--- src/rtl/sr_ff_pkg.sv ---
// Shared definitions for the sr_ff_bank flag bank.
// Holds the S=R=1 resolution policy codes and the per-channel next-state function
// used by every sr_ff_cell.
package sr_ff_pkg;

  localparam int unsigned MODE_RST_DOM = 0;
  localparam int unsigned MODE_SET_DOM = 1;
  localparam int unsigned MODE_HOLD    = 2;
  localparam int unsigned MODE_TOGGLE  = 3;

  // Next flip-flop state for one channel given the sampled requests.
  function automatic logic next_q(input logic s, input logic r, input logic q,
                                  input int unsigned mode);
    logic nq;
    nq = q;
    unique case ({s, r})
      2'b00: nq = q;
      2'b10: nq = 1'b1;
      2'b01: nq = 1'b0;
      default: begin
        case (mode)
          MODE_RST_DOM: nq = 1'b0;
          MODE_SET_DOM: nq = 1'b1;
          MODE_HOLD:    nq = q;
          MODE_TOGGLE:  nq = ~q;
          default:      nq = 1'b0;
        endcase
      end
    endcase
    return nq;
  endfunction

endpackage

--- src/rtl/sr_ff_cell.sv ---
// One channel of the set/reset flag bank: the state flip-flop, its sticky conflict flag and a
// saturating counter of 0->1 transitions.
// Ports:
//   clk, rst_n  clock and asynchronous active-low reset
//   s, r        set / reset requests (already synchronised if the bank does so)
//   clr_err     synchronous clear of the conflict flag; a coincident conflict wins
//   q           registered state
//   err         sticky S=R=1 flag
//   cnt         saturating set-event counter
module sr_ff_cell
  import sr_ff_pkg::*;
#(
  parameter int unsigned MODE  = MODE_RST_DOM,
  parameter int unsigned CNT_W = 8
) (
  input  logic             clk,
  input  logic             rst_n,
  input  logic             s,
  input  logic             r,
  input  logic             clr_err,
  output logic             q,
  output logic             err,
  output logic [CNT_W-1:0] cnt
);

  localparam logic [CNT_W-1:0] CntMax = '1;

  logic             q_q, q_d;
  logic             err_q, err_d;
  logic [CNT_W-1:0] cnt_q, cnt_d;

  always_comb begin
    q_d   = next_q(s, r, q_q, MODE);
    err_d = (s & r) | (err_q & ~clr_err);
    cnt_d = cnt_q;
    // Count rising edges of q, sticking at the maximum instead of wrapping.
    if (q_d && !q_q && (cnt_q != CntMax)) begin
      cnt_d = cnt_q + CNT_W'(1);
    end
  end

  always_ff @(posedge clk or negedge rst_n) begin
    if (!rst_n) begin
      q_q   <= 1'b0;
      err_q <= 1'b0;
      cnt_q <= '0;
    end else begin
      q_q   <= q_d;
      err_q <= err_d;
      cnt_q <= cnt_d;
    end
  end

  assign q   = q_q;
  assign err = err_q;
  assign cnt = cnt_q;

endmodule

--- src/rtl/sr_ff_bank.sv ---
// Bank of N_CH independent clocked set/reset flip-flops with complementary outputs, a
// selectable S=R=1 policy, sticky per-channel conflict flags and saturating set counters.
// Optional macro SR_SYNC_EN: when defined, every s/r bit passes through a 2-flop synchroniser
// (input-to-q latency 3 clk); when undefined inputs are sampled directly (latency 1 clk).
// clr_err is never synchronised.
// Ports:
//   clk, rst_n  clock and asynchronous active-low reset
//   s, r        per-channel set / reset requests
//   clr_err     synchronous clear of all conflict flags
//   q, qb       registered state and its exact complement
//   err_ch      sticky per-channel conflict flags, err their OR
//   set_cnt     packed counters, channel i at [i*CNT_W +: CNT_W]
module sr_ff_bank
  import sr_ff_pkg::*;
#(
  parameter int unsigned N_CH  = 4,
  parameter int unsigned MODE  = MODE_RST_DOM,
  parameter int unsigned CNT_W = 8
) (
  input  logic                  clk,
  input  logic                  rst_n,
  input  logic [N_CH-1:0]       s,
  input  logic [N_CH-1:0]       r,
  input  logic                  clr_err,
  output logic [N_CH-1:0]       q,
  output logic [N_CH-1:0]       qb,
  output logic [N_CH-1:0]       err_ch,
  output logic                  err,
  output logic [N_CH*CNT_W-1:0] set_cnt
);

  logic [N_CH-1:0] s_eff;
  logic [N_CH-1:0] r_eff;

`ifdef SR_SYNC_EN
  logic [N_CH-1:0] s_meta_q, s_sync_q;
  logic [N_CH-1:0] r_meta_q, r_sync_q;

  always_ff @(posedge clk or negedge rst_n) begin
    if (!rst_n) begin
      s_meta_q <= '0;
      s_sync_q <= '0;
      r_meta_q <= '0;
      r_sync_q <= '0;
    end else begin
      s_meta_q <= s;
      s_sync_q <= s_meta_q;
      r_meta_q <= r;
      r_sync_q <= r_meta_q;
    end
  end

  assign s_eff = s_sync_q;
  assign r_eff = r_sync_q;
`else
  assign s_eff = s;
  assign r_eff = r;
`endif

  for (genvar i = 0; i < N_CH; i++) begin : g_ch
    sr_ff_cell #(
      .MODE  (MODE),
      .CNT_W (CNT_W)
    ) u_cell (
      .clk     (clk),
      .rst_n   (rst_n),
      .s       (s_eff[i]),
      .r       (r_eff[i]),
      .clr_err (clr_err),
      .q       (q[i]),
      .err     (err_ch[i]),
      .cnt     (set_cnt[i*CNT_W +: CNT_W])
    );
  end

  // Derived from the single q register, so q=qb=0 cannot occur.
  assign qb  = ~q;
  assign err = |err_ch;

endmodule

--- config.mk ---
export PLATFORM = sky130hd
export DESIGN_NAME = sr_ff_bank
export DESIGN_NICKNAME = d
export VERILOG_FILES = /design/src/rtl/sr_ff_pkg.sv /design/src/rtl/sr_ff_cell.sv /design/src/rtl/sr_ff_bank.sv
export SDC_FILE = /design/constraint.sdc
export NUM_CORES = 1
export LEC_CHECK = 0
export CAP_MARGIN = 25
export CORE_ASPECT_RATIO = 0.75
export CORE_MARGIN = 2
export CORE_UTILIZATION = 48
export CTS_CLUSTER_SIZE = 28
export DETAILED_ROUTE_END_ITERATION = 10
export PLACE_DENSITY_LB_ADDON = 0.08
export SYNTH_ARGS = -nofsm -noshare
export SYNTH_HDL_FRONTEND = slang
export SYNTH_HIERARCHICAL = 1
export SYNTH_SLANG_ARGS = --single-unit
--- constraint.sdc ---
create_clock -name clk -period 1.9 [get_ports clk]
set_input_delay 0.285 -clock clk [delete_from_list [all_inputs] [get_ports clk]]
set_output_delay 0.285 -clock clk [all_outputs]
set_load 0.02 [all_outputs]
==> results_dict.tcl <==
set metrics [dict create \
    status "finished clean" \
    mostFrequentLayoutCells "clkdlybuf4s50_1, dfrtp_1, nand2_1, inv_1, mux2_2" \
    routing_layer_with_the_top_usage_in_global_route "met2" \
    dieWidth_microns 79.45 \
    share_of_the_yosys_chip_area_belonging_to_registers_pct 48.84 \
    yosys_warnings 6 \
    placement.setup.worst_slack_ns 0.008672 \
    gr-usage-met2_pct 29.29 \
    grt_use_met1_pct 25.65 \
    cts_tree "built" \
    cts-buffers-inserted 5 \
    cts.sink_count 40 \
    synth_seq_cells 40 \
    vdd_drop_max_mv 0.8583 \
    timing.setup.tns_ns 0 \
    routed_via_density 5.219 \
    stdcell_count 315 \
    startpoint_type "flip-flop" \
    clkLatencyLatePin_ns 0.29 \
    finalWirelength_microns 4110 \
    detailedPlacementHpwl_microns 3058 \
    final_max_slew_viol_count 0 \
    wire_per_inst_microns 13.05 \
    drc_errors 0 \
    die_footprint_sq_mm 0.004814 \
    layout-drive-gt1-share_pct 18.46 \
    static-leakage-power_nw 1.182 \
    finalWorstSetupSlack_ns 0.07457 \
    post_synth_design_cell_area_sq_mm 0.002049 \
    finClkSkew_ns 0.005223 \
    final_core_util_pct 68.83 \
    flow.area_growth_from_synthesis_pct 37.00 \
    finalHoldViolations 0 \
    floorplan.io_pins 56 \
    yosys-top-cells-area "dfrtp_1, mux2_2, nand2_1, nor4_4, xnor2_1" \
    clk_path_buf_depth 2 \
    netlist.area_leader.share_pct 48.84 \
    critPathArrivalTime_ns 1.54 \
    hold_buffers 0 \
    clk_pin_slew_worst_paths_ns 0.07 \
    cp_slowest_cell "or4_1" \
    dp_cells 308 \
    slowest_delay_ns 0.51 \
    cts.root.buffer_cell "clkbuf_8" \
    synthesis.area_per_instance_sq_um 10.84 \
    period_minus_slack_ns 1.825 \
    timing_worst_setup_path_type "reg2out" \
    grt_start_max_net_pins 41 \
    timing.max_cap.violations 0 \
    max_slew_margin_pct 66.77 \
    tightest_slew_ns 0.4984 \
    end_kind "primary output" \
    drt.antenna.violating_nets 0 \
    globalRouteTotalUtil_pct 18.97 \
    grt_antenna_before_repair 0 \
    layout_commonest_cell "clkdlybuf4s50_1" \
    die_h_microns 60.59 \
    ctsHtreeMaxLevel 2 \
    layout.nets 275 \
    critPathMaxFanout 3 \
    finalWeightedCongestion 0.8582 \
    port_buffers 55 \
    met3_usage_pct 5.357 \
    setup_violations 0 \
    fp-row-count 20 \
    core_area_sq_mm 0.004079 \
    initial_core_util_pct 50.25 \
    worstPathRequired_ns 1.62 \
    cellPowerDensity_mw_per_mm2 1192 \
    detailedRoute.firstIterationViolations 92 \
    rsz0062_at_grt "no" \
    grt_pass1_vias 1553 \
    vias 1644 \
    n_antenna_cell 0 \
    synthCells 189 \
    number_of_iterations_in_the_first_detailed_routing_pass 4 \
    ratio_of_final_minimum_period_to_clock_period_pct 96.08 \
    worst_hold_path_type "in2async" \
    netlist-cell-type-count 25 \
    gr-total-overflow 0 \
    max_frequency_mhz 547.8 \
    grt_pass1_wl_microns 6969 \
    mappedNetlistNets 204 \
    worstPathCellList "or4_1 -> dlygate4sd2_1" \
    synthDominantAreaCellType "dfrtp_1" \
]
synthesized netlist by cell type:
| library cell | count |
|---|---|
| dfrtp_1 | 40 |
| nand2_1 | 24 |
| inv_1 | 12 |
| mux2_2 | 12 |
| nand3_1 | 8 |
| nand4_1 | 8 |
| nor2_1 | 8 |
| nor3_1 | 8 |
| xnor2_1 | 8 |
| a21oi_1 | 4 |
| a31oi_1 | 4 |
| and3_1 | 4 |
| ha_1 | 4 |
| mux2_1 | 4 |
| nand2b_1 | 4 |
| nor3b_2 | 4 |
| nor4_4 | 4 |
| o211ai_1 | 4 |
| o21ai_0 | 4 |
| o21ai_1 | 4 |
| o21ba_2 | 4 |
| o31a_1 | 4 |
| or2_2 | 4 |
| or3b_4 | 4 |
| or4_1 | 1 |
path summary, 6_finish.rpt:
| path | from | end | slack, ns | depth (start not counted) |
|---|---|---|---|---|
| max reg2reg | g_ch[0].u_cell/cnt[0] | g_ch[0].u_cell/cnt[1] | 0.20 | 4 |
| min in group clk | g_ch[1].u_cell/cnt[5] | g_ch[1].u_cell/cnt[5] | 0.52 | 1 |
| max | g_ch[1].u_cell/err | err | 0.07 | 2 |
| max in group asynchronous | rst_n | g_ch[2].u_cell/err | 1.51 | 2 |
| min reg2reg | g_ch[1].u_cell/cnt[5] | g_ch[1].u_cell/cnt[5] | 0.52 | 1 |
| min | rst_n | g_ch[2].u_cell/cnt[4] | 0.04 | 2 |
critical path, delay by kind of cell, from the launching register on:
family                 cells  cell delay, ns
AND/OR/NAND/NOR            1            0.51
flip-flops                 1            0.40
buffers and inverters      1            0.34
repair_timing:
item,CTS,global route
setup endpoints to repair,1,0
gates resized for setup,1,0
buffers inserted,0,0
stage by stage:
| step | area (sq um) | hold WS (ns) | power (mW) |
|---|---|---|---|
| finish | 2808 | 0.03807 | 3.346 |
| global placement | 2731 | 0.3751 | 2.818 |
| floorplan | 2049 | -0.01059 | 2.167 |
| CTS | 2808 | 0.06321 | 3.378 |
| detailed placement | 2731 | 0.3797 | 2.838 |
| global route | 2808 | 0.08376 | 3.577 |
registers in the layout, indices dropped and copies added, names as in the netlist:
register and count:
g_ch.u_cell/cnt 32, g_ch.u_cell/q 4, g_ch.u_cell/err 4
power breakdown:
part | total (mW) | internal [mW] | switching [mW]
Clock | 0.533 | 0.250 | 0.283
Sequential | 1.40 | 1.08 | 0.321
Combinational | 1.41 | 0.730 | 0.681
routing by layer:
layer  part of all wire (%)  routed length, microns
met3                    3.0                     123
met4                    1.4                      59
met2                     47                    1923
met1                     49                    2003
met5                      0                       0
cell type report:
cell class	instances	area [sq um]
clock inverters	1	5.005
fillers	326	1271
inverters	12	45.04
well taps	55	68.82
clock buffers	6	72.57
multi-input cells	137	1003
flip-flops and latches	40	1001
repair buffers	64	611.8
logic make-up after synthesis:
family	synth area share, %
compound gates	9.279
xor+xnor	3.419
fa+ha+maj	2.442
buf+inv	2.198
flops	48.84
mux	8.791
simple gates	25.03
Note: power is estimated with default switching activity, not from simulation.
